**config.mk**
```make
export PLATFORM = sky130hd
export DESIGN_NAME = game_judge
export DESIGN_NICKNAME = d
export VERILOG_FILES = /design/src/rtl/game_judge.sv
export SDC_FILE = /design/constraint.sdc
export NUM_CORES = 1
export LEC_CHECK = 0
export CAP_MARGIN = 20
export CELL_PAD_IN_SITES_DETAIL_PLACEMENT = 1
export CELL_PAD_IN_SITES_GLOBAL_PLACEMENT = 2
export CORE_MARGIN = 8
export CORE_UTILIZATION = 32
export CTS_BUF_LIST = sky130_fd_sc_hd__clkbuf_16
export CTS_CLUSTER_SIZE = 40
export DETAILED_ROUTE_END_ITERATION = 12
export GPL_TIMING_DRIVEN = 0
export HOLD_SLACK_MARGIN = 0.15
export PLACE_DENSITY_LB_ADDON = 0.08
export SETUP_SLACK_MARGIN = 0.1
export SYNTH_ARGS = -nofsm -noshare
export SYNTH_HDL_FRONTEND = slang
export SYNTH_SLANG_ARGS = --single-unit
```
**constraint.sdc**
```tcl
create_clock -name pclk -period 3.9 [get_ports pclk]
set_input_delay 0.585 -clock pclk [delete_from_list [all_inputs] [get_ports pclk]]
set_output_delay 0.585 -clock pclk [all_outputs]
set_load 0.02 [all_outputs]
```
**src/rtl/game_judge.sv**
```systemverilog
// Tic-tac-toe judge: snapshots the board on every change, scans the eight
// winning lines one per cycle, and reports a win, a draw or game over.
module game_judge #(
    parameter int WIN_HOLD = 4
) (
    input  logic       pclk,
    input  logic       rst,
    input  logic       start_en,
    input  logic [8:0] square1to9,
    input  logic [8:0] square1to9_color,
    output logic       move_pulse,
    output logic [3:0] move_cnt,
    output logic       busy,
    output logic       winner_valid,
    output logic       winner,
    output logic [2:0] win_line,
    output logic       draw,
    output logic       game_over
);

    typedef enum logic [2:0] {
        S_IDLE,
        S_WAIT,
        S_SCAN,
        S_HOLD,
        S_OVER
    } state_t;

    localparam logic [7:0] HOLD_LAST = 8'(WIN_HOLD - 1);
    localparam logic [2:0] LAST_LINE = 3'd7;

    state_t     state_q, state_d;
    logic [8:0] snap_occ_q, snap_occ_d;
    logic [8:0] snap_col_q, snap_col_d;
    logic [2:0] line_q, line_d;
    logic [7:0] hold_q, hold_d;
    logic       move_pulse_q, move_pulse_d;
    logic [3:0] move_cnt_q, move_cnt_d;
    logic       winner_valid_q, winner_valid_d;
    logic       winner_q, winner_d;
    logic [2:0] win_line_q, win_line_d;
    logic       draw_q, draw_d;
    logic       game_over_q, game_over_d;

    logic [8:0] line_mask;
    logic       line_won;
    logic       line_col;

    function automatic logic [3:0] popcount9(input logic [8:0] v);
        logic [3:0] s;
        s = '0;
        for (int i = 0; i < 9; i++) begin
            s = s + {3'b000, v[i]};
        end
        return s;
    endfunction

    // Square membership of each line, bit0 = top-left, row-major.
    function automatic logic [8:0] mask_of(input logic [2:0] k);
        logic [8:0] m;
        case (k)
            3'd0:    m = 9'h007;
            3'd1:    m = 9'h038;
            3'd2:    m = 9'h1C0;
            3'd3:    m = 9'h049;
            3'd4:    m = 9'h092;
            3'd5:    m = 9'h124;
            3'd6:    m = 9'h111;
            default: m = 9'h054;
        endcase
        return m;
    endfunction

    // A line is won when fully occupied and its colours are all-0 or all-1.
    always_comb begin
        line_mask = mask_of(line_q);
        line_col  = |(snap_col_q & line_mask);
        line_won  = ((snap_occ_q & line_mask) == line_mask) &&
                    (((snap_col_q & line_mask) == line_mask) ||
                     ((snap_col_q & line_mask) == 9'h000));
    end

    always_comb begin
        state_d        = state_q;
        snap_occ_d     = snap_occ_q;
        snap_col_d     = snap_col_q;
        line_d         = line_q;
        hold_d         = hold_q;
        move_pulse_d   = 1'b0;
        move_cnt_d     = move_cnt_q;
        winner_valid_d = winner_valid_q;
        winner_d       = winner_q;
        win_line_d     = win_line_q;
        draw_d         = draw_q;
        game_over_d    = game_over_q;

        if (!start_en) begin
            // Dropping start_en aborts whatever is running and wipes the game.
            state_d        = S_IDLE;
            snap_occ_d     = '0;
            snap_col_d     = '0;
            line_d         = '0;
            hold_d         = '0;
            move_cnt_d     = '0;
            winner_valid_d = 1'b0;
            winner_d       = 1'b0;
            win_line_d     = '0;
            draw_d         = 1'b0;
            game_over_d    = 1'b0;
        end else begin
            case (state_q)
                S_IDLE: state_d = S_WAIT;
                S_WAIT: begin
                    if (square1to9 != snap_occ_q) begin
                        snap_occ_d   = square1to9;
                        snap_col_d   = square1to9_color;
                        move_cnt_d   = popcount9(square1to9);
                        move_pulse_d = 1'b1;
                        line_d       = '0;
                        state_d      = S_SCAN;
                    end
                end
                S_SCAN: begin
                    if (line_won) begin
                        winner_valid_d = 1'b1;
                        winner_d       = line_col;
                        win_line_d     = line_q;
                        hold_d         = '0;
                        state_d        = S_HOLD;
                    end else if (line_q == LAST_LINE) begin
                        if (move_cnt_q == 4'd9) begin
                            draw_d  = 1'b1;
                            hold_d  = '0;
                            state_d = S_HOLD;
                        end else begin
                            state_d = S_WAIT;
                        end
                    end else begin
                        line_d = line_q + 3'd1;
                    end
                end
                S_HOLD: begin
                    if (hold_q == HOLD_LAST) begin
                        game_over_d = 1'b1;
                        state_d     = S_OVER;
                    end else begin
                        hold_d = hold_q + 8'd1;
                    end
                end
                S_OVER:  state_d = S_OVER;
                default: state_d = S_IDLE;
            endcase
        end
    end

    always_ff @(posedge pclk) begin
        if (rst) begin
            state_q        <= S_IDLE;
            snap_occ_q     <= '0;
            snap_col_q     <= '0;
            line_q         <= '0;
            hold_q         <= '0;
            move_pulse_q   <= 1'b0;
            move_cnt_q     <= '0;
            winner_valid_q <= 1'b0;
            winner_q       <= 1'b0;
            win_line_q     <= '0;
            draw_q         <= 1'b0;
            game_over_q    <= 1'b0;
        end else begin
            state_q        <= state_d;
            snap_occ_q     <= snap_occ_d;
            snap_col_q     <= snap_col_d;
            line_q         <= line_d;
            hold_q         <= hold_d;
            move_pulse_q   <= move_pulse_d;
            move_cnt_q     <= move_cnt_d;
            winner_valid_q <= winner_valid_d;
            winner_q       <= winner_d;
            win_line_q     <= win_line_d;
            draw_q         <= draw_d;
            game_over_q    <= game_over_d;
        end
    end

    assign move_pulse   = move_pulse_q;
    assign move_cnt     = move_cnt_q;
    assign busy         = (state_q == S_SCAN) || (state_q == S_HOLD);
    assign winner_valid = winner_valid_q;
    assign winner       = winner_q;
    assign win_line     = win_line_q;
    assign draw         = draw_q;
    assign game_over    = game_over_q;

endmodule

```
==> key figures <==
Floorplan
  – I/O pin count: 34
  – Core Rows: 32
  – Die W: roughly 100 um
  – Starting Density: roughly a third
  – Core ar.: 7690 um^2
  – Chip Height: between 100 and 150 um
  – Die area: roughly 11000 um^2

Worst setup path
  – Required time worst endpoint: ~4.1 ns
  – Critical Path, Cell by Cell: clkdlybuf4s50_1 > fa_1 > inv_1 > fa_1 > fa_1 > inv_1 > fa_1 > inv_1 > fa_1 > a211oi_1
  – Critical Path Sink Type: flip-flop
  – Critical setup path kind: in2reg
  – Startpoint Class: input port
  – Worst EP arrival: about 3.8 ns
  – CP Buf/Inv Count: 4
  – Critical Path Most Common Cell: fa_1
  – Top delay family on crit path: adder cells
  – Cell with the largest stage delay on the worst path: fa_1
  – Crit-path max FO: 3
  – Crit-path max cell delay: between 0.5 and 0.6 ns

Synth
  – Synthesized flop and latch total: 44
  – Synth top area cells: dfxtp_1, nand2_1, a21oi_1
  – Synth area leader: dfxtp_1
  – Synth Net Count: 344
  – Synth Cell Area: ~2500 um^2
  – Register area share after synthesis: approximately a third
  – Mapped Cells: between 300 and 400
  – Post-synth top cells: nand2_1, dfxtp_1, a21oi_1, nor2_1, inv_1
  – Cell with the most instances after synthesis: nand2_1
  – Total of warnings raised by yosys: 0
  – Yosys cell types: 63
  – Asr flop ratio synth: 0%
  – Avg Cell Area, Syn: 8.19 um^2
  – Top_reg_cell synth: dfxtp_1
  – Post-synth EDFFs: 0
  – Yosys top cell area share: roughly a third

CTS
  – CTS tree: done
  – H-tree depth: 2
  – Hold buffer count at CTS: 0
  – CTS max path bufs: 2
  – Setup Fix Bufs, Post-CTS: 0
  – Gates resized, CTS repair: 0
  – CTS clk-pin slew, worst paths: about 0.06 ns
  – Skew-Pair Late Insertion Delay: around 0.28 ns
  – Clk sinks: between 40 and 50
  – CTS buffer count: 5
  – Clock Root Buffer: clkbuf_16

Timing
  – Max Freq: around 280 MHz
  – Final setup fails: 0
  – Min Tclk post-route: about 3.6 ns
  – Hold Vio Cnt, Final: 0
  – Post-route clock period utilization: roughly 92%
  – Unrepaired setup endpoints after global routing: no
  – Max-slew violations: 0
  – Slew margin rel.: a little under three fifths
  – Hold_ws: between 0.4 and 0.5 ns
  – Worst-Margin Slew: around 0.66 ns
  – Setup Skew: between 0.002 and 0.003 ns

Global routing
  – First-pass GRT wire length: ~13 mm
  – Grt ovf: 0
  – Antenna violations before repair: 0
  – GRT Overall Usage: between 10 and 15%
  – Largest net degree at the start of global routing: 13
  – Vias in the first global route: ~2500

Drt
  – Iter 0 DRT Violations: 69
  – Number of nets with antenna violations after routing: 0
  – Routed vias/inst: 5.04
  – Drt drc: 0
  – TritonRoute pass-1 iters: 4
  – Drt total wl: between 7 and 8 mm
  – Wirelength per Cell: between 15 and 20 um
  – Vias: between 2000 and 2500

Final layout
  – Share of post-route cells with drive strength above 1: slightly above 7%
  – Layout Area Growth over Synthesis: 23.5%
  – Sequential cell area: ~880 um^2
  – ANT cells: 0
  – Final net count: around 380
  – Final Non-Filler Cells: between 400 and 500
  – Fill cells: between 900 and 1000
  – Multi-input gate area: roughly 1500 um^2

Outcome
  – Status: complete, no violations

Power and ir drop
  – Total power draw: roughly 1000 uW
  – Worst IR drop on VDD: approximately 0.14 mV
  – Power per cell area: 321 nW/um^2
  – Leak: about 0.0012 uW

Min path
  – HP Class: reg2reg

Placed design
  – DP HPWL: 5.56 mm
  – Gpl congestion: approximately 0.83
  – I/O Buffers: 33
  – Post-Place Cells: 444

Flow run
  – Max-Cap Viols: 0
where the power goes:
| group | leakage [uW] | total [uW] | switching, uW | internal, uW |
|---|---|---|---|---|
| Clock | 0.0000738 | 401 | 171 | 231 |
| Combinational | 0.000730 | 139 | 75.9 | 63.0 |
| Sequential | 0.000355 | 462 | 5.65 | 456 |
| Total | 0.00116 | 1000 | 252 | 750 |
sequential cells by signal (all words and copies together), names as in the netlist:
register and count:
move_pulse 1, winner_valid 1, snap_occ_q 9, draw 1, winner 1, move_cnt 4
hold_q 8, game_over 1, line_q 3, state_q 3, win_line 3, snap_col_q 9
final timing paths:
path / start / to / slack [ns] / depth (start not counted)
worst max-delay path: square1to9[0] / move_cnt[1]$_SDFFE_PP0P_ / 0.31 / 10
worst min-delay path: hold_q[7]$_SDFFE_PP0P_ / hold_q[7]$_SDFFE_PP0P_ / 0.46 / 1
worst max register to register: line_q[2]$_SDFFE_PP0P_ / hold_q[3]$_SDFFE_PP0P_ / 0.97 / 10
worst min register to register: hold_q[7]$_SDFFE_PP0P_ / hold_q[7]$_SDFFE_PP0P_ / 0.46 / 1
per-stage QoR:
step	TNS [ns]	utilization [%]	area [um^2]	setup WS [ns]
after CTS	0	40.6	3120	0.286
after global placement	-0.00361	38.9	2990	-0.00361
after global routing	0	40.6	3120	0.159
after detailed placement	-0.0176	38.9	2990	-0.0176
final	0	40.6	3120	0.315
after floorplan	0	-	2530	0.693
metal layers:
layer,up-vias,GRT usage (%),part of all wire (%)
li1,1146,-,-
met1,1104,17.2,48
met2,23,24.4,48
met3,4,3.13,2.4
met4,0,3.36,0.85
met5,-,0,0
area by class of cell:
cell class                      count  area share (%)
Multi-Input combinational cell    231            48.3
Buffer                             14            2.12
Inverter                           20            2.40
Timing Repair Buffer               33            10.6
Clock buffer                        5            4.00
Sequential cell                    44            28.2
Tap cell                          102            4.08
Clock inverter                      3           0.360
logic make-up after synthesis:
| kind of cell | Yosys count | share of synthesized area, % |
|---|---|---|
| AOI/OAI and AO/OA | 75 | 20.0 |
| xor gates and xnor gates | 10 | 3.46 |
| adders and majority gates | 14 | 8.41 |
| buffers and inverters | 34 | 5.59 |
| DFF | 44 | 34.8 |
| muxes | 5 | 2.03 |
| and+or+nand+nor | 127 | 25.7 |
cell usage in the layout, fill, tap and decap left out, drive strengths merged, types with 4 or more instances in the layout:
cell type | synthesis | layout
mux2i | 4 | 4
nand4 | 5 | 5
fa | 5 | 5
dfxtp | 44 | 44
clkbuf | 9 | 14
xnor2 | 8 | 8
nand3 | 10 | 10
buf | 5 | 5
nor2b | 4 | 4
nor3 | 6 | 6
nand2b | 7 | 7
nor2 | 24 | 24
a21oi | 36 | 36
nand2 | 54 | 54
and3 | 5 | 5
clkdlybuf4s50 | 0 | 33
ha | 9 | 9
o21ai | 11 | 11
inv | 20 | 22
No activity file was read; power rests on OpenSTA's default activity.
